`src/rtl/cp0_pkg.sv`:
```
// Shared CP0 definitions: register numbers, SR/Cause field positions,
// exception codes and the read value for unimplemented registers.
package cp0_pkg;

    localparam logic [4:0] REG_COUNT   = 5'd9;
    localparam logic [4:0] REG_COMPARE = 5'd11;
    localparam logic [4:0] REG_SR      = 5'd12;
    localparam logic [4:0] REG_CAUSE   = 5'd13;
    localparam logic [4:0] REG_EPC     = 5'd14;
    localparam logic [4:0] REG_PRID    = 5'd15;

    localparam int SR_IE         = 0;
    localparam int SR_EXL        = 1;
    localparam int SR_IM_LSB     = 10;
    localparam int CAUSE_EXC_LSB = 2;
    localparam int CAUSE_IP_LSB  = 10;
    localparam int CAUSE_TI      = 30;
    localparam int CAUSE_BD      = 31;

    typedef enum logic [4:0] {
        EXC_INT  = 5'd0,
        EXC_MOD  = 5'd1,
        EXC_TLBL = 5'd2,
        EXC_TLBS = 5'd3,
        EXC_ADEL = 5'd4,
        EXC_ADES = 5'd5,
        EXC_SYS  = 5'd8,
        EXC_BP   = 5'd9,
        EXC_RI   = 5'd10,
        EXC_OV   = 5'd12
    } exc_code_e;

    localparam logic [31:0] DEFAULT_RDATA = 32'hDEAD_BEEF;

endpackage

```
`src/rtl/cp0_timer_cnt.sv`:
```
// Free-running Count, Compare and the sticky timer-interrupt flag TI.
module cp0_timer_cnt (
    input  logic        clk,
    input  logic        reset,
    input  logic        we_count,
    input  logic        we_compare,
    input  logic [31:0] data_i,
    output logic [31:0] count,
    output logic [31:0] compare,
    output logic        ti
);

    logic [31:0] count_q, count_d;
    logic [31:0] compare_q, compare_d;
    logic        ti_q, ti_d;

    always_comb begin
        count_d   = we_count ? data_i : count_q + 32'd1;
        compare_d = we_compare ? data_i : compare_q;
        ti_d      = ti_q;
        // A Compare write acknowledges the timer, even if it matches this cycle.
        if (we_compare) begin
            ti_d = 1'b0;
        end else if ((count_q == compare_q) && (compare_q != 32'd0)) begin
            ti_d = 1'b1;
        end
    end

    always_ff @(posedge clk) begin
        if (reset) begin
            count_q   <= 32'd0;
            compare_q <= 32'd0;
            ti_q      <= 1'b0;
        end else begin
            count_q   <= count_d;
            compare_q <= compare_d;
            ti_q      <= ti_d;
        end
    end

    assign count   = count_q;
    assign compare = compare_q;
    assign ti      = ti_q;

endmodule

```
`src/rtl/cp0_timer.sv`:
```
// CP0 subset: SR/Cause/EPC/PRId, exception and interrupt entry, ERET,
// and the Count/Compare timer folded onto one hardware interrupt line.
module cp0_timer
    import cp0_pkg::*;
#(
    parameter int          N_HWINT    = 6,
    parameter logic [31:0] PRID       = 32'h2333_6666,
    parameter int          TIMER_LINE = N_HWINT - 1
) (
    input  logic               clk,
    input  logic               reset,
    input  logic               we,
    input  logic [4:0]         addr_r,
    input  logic [4:0]         addr_w,
    input  logic [31:0]        data_i,
    output logic [31:0]        data_o,
    input  logic [31:0]        pc,
    input  logic               bd,
    input  logic               exc_valid,
    input  logic [4:0]         exc_code,
    input  logic [N_HWINT-1:0] hw_int,
    input  logic               eret,
    output logic               take,
    output logic [31:0]        epc
);

    logic               ie_q, ie_d;
    logic               exl_q, exl_d;
    logic [N_HWINT-1:0] im_q, im_d;
    logic [N_HWINT-1:0] ip_q, ip_d;
    logic [4:0]         exccode_q, exccode_d;
    logic               bd_q, bd_d;
    logic [31:0]        epc_q, epc_d;

    logic [31:0]        count, compare;
    logic               ti;
    logic               int_pending;
    logic [N_HWINT-1:0] ip_sample;
    logic [31:0]        sr_rd, cause_rd;

    cp0_timer_cnt u_cnt (
        .clk        (clk),
        .reset      (reset),
        .we_count   (we && (addr_w == REG_COUNT)),
        .we_compare (we && (addr_w == REG_COMPARE)),
        .data_i     (data_i),
        .count      (count),
        .compare    (compare),
        .ti         (ti)
    );

    always_comb begin
        int_pending = (|(ip_q & im_q)) & ie_q & ~exl_q;
        take        = (exc_valid | int_pending) & ~exl_q;
        ip_sample             = hw_int;
        ip_sample[TIMER_LINE] = hw_int[TIMER_LINE] | ti;
    end

    always_comb begin
        ie_d      = ie_q;
        exl_d     = exl_q;
        im_d      = im_q;
        ip_d      = ip_q;
        exccode_d = exccode_q;
        bd_d      = bd_q;
        epc_d     = epc_q;
        if (we && (addr_w == REG_SR)) begin
            ie_d  = data_i[SR_IE];
            exl_d = data_i[SR_EXL];
            im_d  = data_i[SR_IM_LSB +: N_HWINT];
        end
        if (we && (addr_w == REG_EPC)) begin
            epc_d = data_i;
        end
        // IP freezes inside a handler so software sees what caused the entry.
        if (!exl_q) begin
            ip_d = ip_sample;
        end
        if (eret) begin
            exl_d = 1'b0;
        end
        // Handler entry overrides any concurrent MTC0 or ERET.
        if (take) begin
            exl_d     = 1'b1;
            bd_d      = bd;
            epc_d     = bd ? pc - 32'd4 : pc;
            exccode_d = exc_valid ? exc_code : EXC_INT;
        end
    end

    always_ff @(posedge clk) begin
        if (reset) begin
            ie_q      <= 1'b1;
            exl_q     <= 1'b0;
            im_q      <= '1;
            ip_q      <= '0;
            exccode_q <= 5'd0;
            bd_q      <= 1'b0;
            epc_q     <= 32'd0;
        end else begin
            ie_q      <= ie_d;
            exl_q     <= exl_d;
            im_q      <= im_d;
            ip_q      <= ip_d;
            exccode_q <= exccode_d;
            bd_q      <= bd_d;
            epc_q     <= epc_d;
        end
    end

    always_comb begin
        sr_rd                            = 32'd0;
        sr_rd[SR_IE]                     = ie_q;
        sr_rd[SR_EXL]                    = exl_q;
        sr_rd[SR_IM_LSB +: N_HWINT]      = im_q;
        cause_rd                         = 32'd0;
        cause_rd[CAUSE_EXC_LSB +: 5]     = exccode_q;
        cause_rd[CAUSE_IP_LSB +: N_HWINT] = ip_q;
        cause_rd[CAUSE_TI]               = ti;
        cause_rd[CAUSE_BD]               = bd_q;
        case (addr_r)
            REG_COUNT:   data_o = count;
            REG_COMPARE: data_o = compare;
            REG_SR:      data_o = sr_rd;
            REG_CAUSE:   data_o = cause_rd;
            REG_EPC:     data_o = epc_q;
            REG_PRID:    data_o = PRID;
            default:     data_o = DEFAULT_RDATA;
        endcase
    end

    assign epc = epc_q;

endmodule

```
`config.mk`:
```
export PLATFORM = sky130hd
export DESIGN_NAME = cp0_timer
export DESIGN_NICKNAME = d
export VERILOG_FILES = /design/src/rtl/cp0_pkg.sv /design/src/rtl/cp0_timer_cnt.sv /design/src/rtl/cp0_timer.sv
export SDC_FILE = /design/constraint.sdc
export NUM_CORES = 1
export LEC_CHECK = 0
export ABC_AREA = 0
export CAP_MARGIN = 20
export CORE_AREA = 2 2 139 114
export DETAILED_ROUTE_END_ITERATION = 16
export DIE_AREA = 0 0 141 116
export PLACE_DENSITY_LB_ADDON = 0.25
export SLEW_MARGIN = 20
export SYNTH_ARGS = -nofsm -noshare
export SYNTH_HDL_FRONTEND = slang
export SYNTH_SLANG_ARGS = --single-unit
```
`constraint.sdc`:
```
create_clock -name clk -period 2 [get_ports clk]
set_input_delay 0.2 -clock clk [delete_from_list [all_inputs] [get_ports clk]]
set_output_delay 0.2 -clock clk [all_outputs]
set_load 0.01 [all_outputs]
```
Yosys cells after proc, flatten, opt, wreduce, memory -nomap -nowiden
Cells that the tools add are included.
{"block": "totals", "register_bits": 117, "inputBits": 91, "out_inout_bits": 65}
{"block": "op_classes", "n_reduce_logical": 10, "mux": 9, "bitwise_logic": 7, "n_eq_ne": 11, "n_addsub": 2}
{"operator": "$pmux 32 s6", "n": 1}
{"operator": "$mux 32", "n": 4}
{"operator": "$eq 5x4->1 const B", "n": 10}
{"operator": "$add 32x1->32 const B", "n": 1}
{"operator": "$eq 32x32->1", "n": 1}
{"operator": "$reduce_bool 32->1", "n": 1}
{"operator": "$sub 32x3->32 const B", "n": 1}
{"operator": "$and 6x6->6", "n": 1}
{"operator": "$reduce_or 6->1", "n": 1}
{"operator": "$logic_and 1x1->1", "n": 5}
{"operator": "$mux 5", "n": 1}
{"operator": "$and 1x1->1", "n": 3}
{"operator": "$mux 1", "n": 3}
{"operator": "$reduce_bool 3->1", "n": 1}
{"operator": "$or 1x1->1", "n": 2}
{"operator": "$reduce_bool 2->1", "n": 1}
{"operator": "$reduce_or 2->1", "n": 1}
{"operator": "$not 1->1", "n": 1}

Logic depth before layout (Yosys ltp)
Gate-level depths: netlist of run 1.
{"block": "depth", "word_depth": 7, "mapped_depth": 7, "ltp_nobuf": 7}

Modules after synthesis
Synthesis of run 1 repeated with hierarchy kept, for this count alone.
{"block": "hier_totals", "hier_cells": 838, "area_unflattened_um2": 6995.5}
{"module": "cp0_timer", "n_inst": 1, "area_per_inst_um2": 3702.3, "cells_each": 477}
{"module": "cp0_timer_cnt", "n_inst": 1, "area_per_inst_um2": 3293.2, "cells_each": 361}

Least setup slack after synthesis of run 1
Ideal clock, no wire load.
{"block": "synth_path", "path_kind": "input to register", "startpoint": "in bd", "endpoint": "reg epc_q[27] (netlist: epc[27])", "required_time_ns": 1.878, "setup_time_ns": 0.122, "stages": 7, "arrival_time_ns": 1.821, "setup_slack_ns": 0.058, "path_cell_list": "buf_4 -> or4b_1 -> buf_2 -> nor3_4 -> nand3_1 -> o31a_1 -> o311a_1"}
{"block": "synth_via", "elab_chain_cells": 2}
{"element": "from (decl)", "line_no": "cp0_timer.sv:18", "source": "input logic bd,"}
{"element": "$mux 32", "line_no": "cp0_timer.sv:86", "source": "epc_d = bd ? pc - 32'd4 : pc;"}
{"element": "$mux 32", "line_no": "cp0_timer.sv:83", "source": "if (take) begin"}
{"element": "to (signal assigned)", "line_no": "cp0_timer.sv:107", "source": "epc_q <= epc_d;"}
{"element": "to (decl)", "line_no": "cp0_timer.sv:33", "source": "logic [31:0] epc_q, epc_d;"}
Every way passes these cells.
A chain may end at the register's enable or synchronous reset.

Final worst setup path of run 1
{"block": "layout_path", "startpoint": "in pc[5]", "endpoint": "reg epc_q[30] (netlist: epc[30])"}
{"block": "layout_via", "elab_chain_cells": 3}
{"element": "from (decl)", "line_no": "cp0_timer.sv:17", "source": "input logic [31:0] pc,"}
{"element": "$sub 32x3->32", "line_no": "cp0_timer.sv:86"}
{"element": "$mux 32", "line_no": "cp0_timer.sv:86"}
{"element": "$mux 32", "line_no": "cp0_timer.sv:83"}
Every way passes these cells.

==> flow_summary.rst, run 1 <==
.. list-table::
   :header-rows: 1

   * - Metric
     - Value
   * - Startpoint-to-endpoint class of the critical path
     - input pin to flop
   * - Distinct cell type count of the synthesized netlist
     - 57
   * - Max VDD drop
     - between 500 and 600 uV
   * - Cell area after synthesis
     - 6730 um^2
   * - CTS tree
     - yes
   * - Router iterations before antenna repair
     - 6
   * - RR Startpoint
     - u_cnt.count[0]
   * - Number of nets in the synthesized netlist
     - between 900 and 1000
   * - Unrepaired setup endpoints after global routing
     - yes
   * - Via count of the first global-routing pass
     - slightly above 7000
   * - Worst setup slack for register-to-register paths
     - 120 ps
   * - Clock-pin slew on the worst setup and hold paths
     - about 60 ps
   * - Highest-count cells in the layout ignoring fill and taps
     - dfxtp_1 (116), clkdlybuf4s50_1 (116), nand2_1 (110)
   * - Number of cells after detailed placement
     - between 1000 and 1500
   * - Sequential area share after synthesis
     - between 30% and 40%
   * - Type of the most critical hold path
     - input pin to flop
   * - Worst-case setup margin in the final layout
     - roughly 7.4 ps
   * - Via-to-Cell Ratio
     - 6.03
   * - Least-Margin Pin Slew
     - 412 ps
   * - TritonCTS buffer count
     - 17
   * - Number of enable flip-flop cells after synthesis
     - 0
   * - Initial antenna violation count
     - 0
   * - Largest fanout on the critical path
     - 5
   * - Cells on worst reg2reg path
     - 7
   * - Max-cap violations
     - 0
   * - Total count of hold-check failures in the final report
     - 0
   * - Worst setup slack after placement
     - -507 ps
   * - Global routing usage summed across all routing layers
     - around 32%
   * - Post-route DRC violation count
     - 0
   * - Placeable core region
     - 14900 um^2
   * - Portion of the clock cycle consumed by the worst path in the final layout
     - 99.6%
   * - Die Footprint
     - ~16000 um^2
   * - Wire length of the first global-routing pass
     - roughly 41000 um
   * - Gate count after technology mapping
     - around 830
   * - Die width
     - 141 um
   * - Critical hold path startpoint
     - reset
   * - Result of the run
     - complete, no violations
   * - Count of clock tree sinks
     - 117
   * - Maximum frequency from static timing analysis
     - 502 MHz
   * - Largest net degree at the start of global routing
     - 64
   * - Total vias in the final route
     - between 7000 and 8000
   * - Hold-fix buffers, CTS
     - 0
   * - I/O Pins
     - around 160
   * - Setup clock skew after layout
     - 5.54 ps
   * - Power density cells
     - a little over 700 nW/um^2
   * - Category of the worst setup path capture point
     - flop
   * - Maximum buffer depth of the clock tree
     - 2
   * - Slew headroom
     - ~72%
   * - Number of standard cells in the layout, taps in and fillers out
     - around 1300
   * - Worst Setup Start Kind
     - input pin
   * - Count of buffers from port buffering
     - between 150 and 200
   * - Wire length per cell
     - 21.1 um
   * - Count of state elements after synthesis
     - between 100 and 150
   * - Required arrival time at the worst endpoint
     - between 2000 and 2500 ps
   * - Synth async-reset ratio
     - 0%
   * - Routed Antenna Nets
     - 0
   * - Average cell area after synthesis
     - 8.08 um^2
   * - Area growth from synthesis to layout
     - 48.3%
   * - Die outline height
     - roughly 120 um
   * - Post-layout minimum cycle time
     - approximately 2000 ps
   * - Clock insertion delay at the later pin of the skew report
     - between 400 and 500 ps
   * - Final std cell area, no fill
     - ~10000 um^2
   * - Utilization after layout
     - about two thirds
   * - Routed wire length
     - roughly 27000 um
   * - Yosys warning count
     - 0
   * - Final setup violation count
     - 0
   * - Final RePlAce weighted congestion
     - about 0.96
   * - Worst r2r dst
     - u_cnt.count[12]
   * - Diode count
     - 0
   * - Dominant register cell in the synthesized netlist
     - dfxtp_1
   * - Endpoint, Worst Hold
     - ip_q[5]
   * - Fin. max-slew vios
     - 0
   * - Standard cell area after detailed placement
     - roughly 9100 um^2
   * - Dpl hpwl
     - 18800 um
   * - Buffer type at the clock tree root
     - clkbuf_16
   * - Row Count
     - 40
   * - Total global routing overflow
     - 0
   * - Critical path arrival
     - between 2000 and 2500 ps
   * - Ratio of cells with drive above 1 in the final layout
     - a little under a fifth
   * - H-tree lvl count
     - 4
   * - Post-layout net count
     - between 1000 and 1500
   * - Static power due to leakage
     - roughly 3.6 nW
   * - Starting density of the core
     - 45.3%
   * - First DRT Iteration DRCs
     - 953
   * - Number of cells on the worst hold path
     - 2
[worst max path at each step]
| stage | from | end | slack [ps] | depth (start not counted) |
|---|---|---|---|---|
| after floorplan | bd | epc[27] | 60 | 7 |
| after global placement | addr_r[0] | data_o[30] | -490 | 7 |
| after detailed placement | addr_r[0] | data_o[30] | -510 | 7 |
| after CTS | addr_r[0] | data_o[22] | 8 | 9 |
| after global routing | pc[5] | epc[30] | -40 | 6 |
| final | pc[5] | epc[30] | 7 | 6 |
[registers in the layout, summed over array words and instances (netlist names)]
| name | flops |
|---|---|
| exl_q | 1 |
| ip_q | 6 |
| ie_q | 1 |
| epc | 32 |
| im_q | 6 |
| bd_q | 1 |
| u_cnt.ti | 1 |
| u_cnt.compare | 32 |
| u_cnt.count | 32 |
| exccode_q | 5 |
[stage by stage]
stage	hold WS, ps	setup TNS, ps	power [mW]
2_1_floorplan	318	0	3.14
5_1_grt	179	-90.1	7.46
6_report	157	0	7.25
4_1_cts	147	0	7.20
3_5_place_dp	462	-22330	3.93
3_3_place_gp	461	-21090	3.93
[cell usage after synthesis (5+ instances only)]
cell	n	share of area (%)
nor3_1	9	0.67
nor2_1	72	4.0
xor2_1	42	5.5
nand3_1	40	3.0
and4_1	5	0.65
clkbuf_1	54	3.0
a221oi_1	5	0.65
mux2i_1	30	4.5
nand4_1	28	2.6
nor2b_1	8	0.74
xnor2_1	43	5.6
inv_1	12	0.67
dfxtp_1	117	35
nand2b_1	8	0.74
a22oi_1	44	4.9
a222oi_1	6	0.89
o21ai_0	7	0.52
and3_1	6	0.56
nor4_1	21	2.0
a21oi_1	46	3.4
nand3b_1	5	0.56
nand2_1	110	6.1
a211oi_1	58	6.5
[critical path, cell delays in order]
cell and delay [ps]:
clkdlybuf4s50_1 420, or4_4 600, or2_4 330, nor4_4 350, xnor2_2 160, a221oi_2 260
[metal layers]
metal	vias to the layer above	GRT usage (%)	part of all wire, %	routed length [um]
li1	3488	-	-	-
met1	3508	46.9	42	11200
met2	472	46.7	42	11200
met3	92	8.10	12	3140
met4	0	12.5	3.7	986
met5	-	0	0	0
[logic make-up after synthesis]
kind of cell | after synthesis | synth area share, %
buf+inv | 76 | 4.46
compound gates | 181 | 18.8
flops | 117 | 34.8
simple gates | 342 | 26.0
xor+xnor | 85 | 11.1
mux | 30 | 4.46
fa+ha+maj | 2 | 0.372
[power by group]
group	total [mW]	switching, mW	internal (mW)
registers	2.61	0.146	2.47
logic	1.32	0.651	0.671
clock network	3.32	1.17	2.15
[repair_timing]
item                       in CTS  in global routing
setup buffers                   8                  2
cloned                          3                  1
pin swaps                       8                 10
gates resized for setup       120                 16
setup endpoints to repair      33                 27
[final cells by class]
class | instances | area, um^2
fill | 1216 | 4880
multi-input combinational | 640 | 4230
timing repair buffer | 263 | 2490
sequential | 117 | 2340
clock buffer | 21 | 460
tap | 189 | 236
clock inverter | 11 | 174
inverter | 13 | 48.8
No activity file was read; power rests on OpenSTA's default activity.
==> run 2, diff against run 1 <==
SKIP_LAST_GASP = 1   (was default)
==> run 2 against run 1 <==
Compared with the run above: combinational power barely moved; sequential share of layout area barely moved; design area barely moved; worst setup slack improved by 11 ps; total power barely moved; routed wire length rose by 0.34%; clock skew rose by 1.4 ps; hold slack improved by 5.1 ps; die area did not move; largest power group unchanged; highest routed layer unchanged.
==> flow_summary.rst, run 2 (synthesized netlist as in run 1, its figures left out) <==
.. list-table::
   :header-rows: 1

   * - Metric
     - Value
   * - Unrepaired setup endpoints after global routing
     - yes (unchanged)
   * - Clock-pin slew on the worst setup and hold paths
     - 60 ps (about the same)
   * - Required arrival time at the worst endpoint
     - 2340 ps (about the same)
   * - Clock insertion delay at the later pin of the skew report
     - 430 ps (about the same)
   * - Standard cell area after detailed placement
     - 9120 um^2 (unchanged)
   * - Setup clock skew after layout
     - 6.94 ps (was 5.54 ps)
   * - Starting density of the core
     - 45.3% (unchanged)
   * - Router iterations before antenna repair
     - 8 (was 6)
   * - Number of filler cells placed in the layout
     - 1216 (unchanged)
   * - Routed wire length
     - 26600 um (was 26500 um)
   * - Critical path arrival
     - 2320 ps (was 2330 ps)
   * - Wire length per cell
     - 21.2 um (was 21.1 um)
   * - Placeable core region
     - 14900 um^2 (unchanged)
   * - Category of the worst setup path capture point
     - flop (unchanged)
   * - Maximum frequency from static timing analysis
     - 505 MHz (was 502 MHz)
   * - Number of cells after detailed placement
     - 1208 (unchanged)
   * - Dpl hpwl
     - 18800 um (unchanged)
   * - Number of cells on the worst hold path
     - 2 (unchanged)
   * - Endpoint, Worst Hold
     - ip_q[5] (unchanged)
   * - Final RePlAce weighted congestion
     - 0.958 (unchanged)
   * - Count of clock tree sinks
     - 117 (unchanged)
   * - Type of the most critical hold path
     - input pin to flop (unchanged)
   * - Max-cap violations
     - 0 (unchanged)
   * - Timing startpoint of the critical path
     - pc[5] (unchanged)
   * - Final Hold Slack
     - 162 ps (was 157 ps)
   * - Sequential cell area
     - 2340 um^2 (unchanged)
   * - Largest net degree at the start of global routing
     - 64 (unchanged)
   * - Largest fanout on the critical path
     - 5 (unchanged)
   * - Initial antenna violation count
     - 0 (unchanged)
   * - RR Startpoint
     - u_cnt.count[0] (unchanged)
   * - Count of buffers from port buffering
     - 155 (unchanged)
   * - Total vias in the final route
     - 7631 (was 7560)
   * - I/O Pins
     - 156 (unchanged)
   * - H-tree lvl count
     - 4 (unchanged)
   * - Final std cell area, no fill
     - 9980 um^2 (about the same)
   * - Slew headroom
     - 72.6% (was 72.3%)
   * - Fin Setup TNS
     - 0 ps (unchanged)
   * - Buffer type at the clock tree root
     - clkbuf_16 (unchanged)
   * - Max VDD drop
     - 578 uV (was 582 uV)
   * - TritonCTS buffer count
     - 17 (unchanged)
   * - Final setup violation count
     - 0 (unchanged)
   * - Die Footprint
     - 16400 um^2 (unchanged)
   * - Least-Margin Pin Slew
     - 408 ps (was 412 ps)
   * - Post-layout minimum cycle time
     - 1980 ps (was 1990 ps)
   * - Total power after layout
     - 7.25 mW (about the same)
   * - Wire length of the first global-routing pass
     - 40700 um (unchanged)
   * - First DRT Iteration DRCs
     - 1018 (was 953)
   * - Via count of the first global-routing pass
     - 7103 (unchanged)
   * - Die width
     - 141 um (unchanged)
   * - Maximum buffer depth of the clock tree
     - 2 (unchanged)
   * - Die outline height
     - 116 um (unchanged)
   * - Routed Antenna Nets
     - 0 (unchanged)
   * - Total count of hold-check failures in the final report
     - 0 (unchanged)
   * - Diode count
     - 0 (unchanged)
   * - Cells on worst reg2reg path
     - 7 (unchanged)
   * - CTS tree
     - yes (unchanged)
   * - Post-route DRC violation count
     - 0 (unchanged)
   * - Worst Setup Start Kind
     - input pin (unchanged)
   * - Startpoint-to-endpoint class of the critical path
     - input pin to flop (unchanged)
   * - Via-to-Cell Ratio
     - 6.09 (was 6.03)
   * - Number of standard cells in the layout, taps in and fillers out
     - 1254 (unchanged)
   * - Critical hold path startpoint
     - reset (unchanged)
   * - Result of the run
     - complete, no violations (unchanged)
   * - Portion of the clock cycle consumed by the worst path in the final layout
     - 99.1% (was 99.6%)
   * - Power density cells
     - 727 nW/um^2 (about the same)
   * - Post-layout net count
     - 1145 (unchanged)
   * - Row Count
     - 40 (unchanged)
   * - Total global routing overflow
     - 0 (unchanged)
   * - Ratio of cells with drive above 1 in the final layout
     - 18.6% (unchanged)
   * - Total area of multi-input combinational cells
     - 4220 um^2 (was 4230 um^2)
   * - Worst setup slack after placement
     - -507 ps (unchanged)
   * - Worst-case setup margin in the final layout
     - 18.7 ps (was 7.45 ps)
   * - Worst r2r dst
     - u_cnt.count[22] (was u_cnt.count[12])
   * - Utilization after layout
     - 67.1% (was 67.2%)
   * - Worst setup slack for register-to-register paths
     - 120 ps (about the same)
   * - Global routing usage summed across all routing layers
     - 32.5% (unchanged)
   * - Highest-count cells in the layout ignoring fill and taps
     - dfxtp_1 (116), clkdlybuf4s50_1 (116), nand2_1 (110) (unchanged)
   * - Static power due to leakage
     - 3.62 nW (was 3.63 nW)
   * - Area growth from synthesis to layout
     - 48.2% (was 48.3%)
   * - Fin. max-slew vios
     - 0 (unchanged)
==> run 2: cell counts in the layout (fill, tap and decap cells not counted) <==
No cell type changed its count.
==> run 2: routing by layer <==
| layer | wire [um] | vias to the layer above | global-route usage, % |
|---|---|---|---|
| li1 | - | 3487 | - |
| met1 | 11200 | 3570 | 46.9 |
| met2 | 11300 | 490 | 46.7 |
| met3 | 3120 | 84 | 8.10 |
| met4 | 956 | 0 | 12.5 |
| met5 | 0 | - | 0 |
==> run 2: worst max-delay path by stage <==
stage / end / slack, ps / cells after the start
2_1_floorplan: epc[27] / 60 / 7
3_3_place_gp: data_o[30] / -490 / 7
3_5_place_dp: data_o[30] / -510 / 7
4_1_cts: data_o[22] / 8 / 9
5_1_grt: epc[30] / -40 / 6
6_report: epc[30] / 20 / 6
==> run 2: repair_timing <==
action	CTS	global route
cloned	3	1
buffers inserted	8	2
pin swaps	8	10
resized for setup	120	15
hold buffers	0	0
setup endpoints to repair	33	27
==> run 2: critical path: stages <==
cell,delay [ps]
clkdlybuf4s50_1,420
or4_4,600
or2_4,330
nor4_4,350
xnor2_2,160
a221oi_2,260
==> run 2: area by class of cell <==
| class | count | area share, % |
|---|---|---|
| sequential | 117 | 23.5 |
| inverter | 13 | 0.489 |
| multi-input combinational | 640 | 42.3 |
| clock buffer | 21 | 4.62 |
| clock inverter | 11 | 1.74 |
| tap | 189 | 2.37 |
| timing repair buffer | 263 | 25.0 |
==> run 2: where the power goes <==
group	internal [mW]	total [mW]	leakage, nW	switching, mW
Clock	2.15	3.31	0.300	1.16
Combinational	0.671	1.32	2.36	0.653
Sequential	2.47	2.61	0.956	0.146
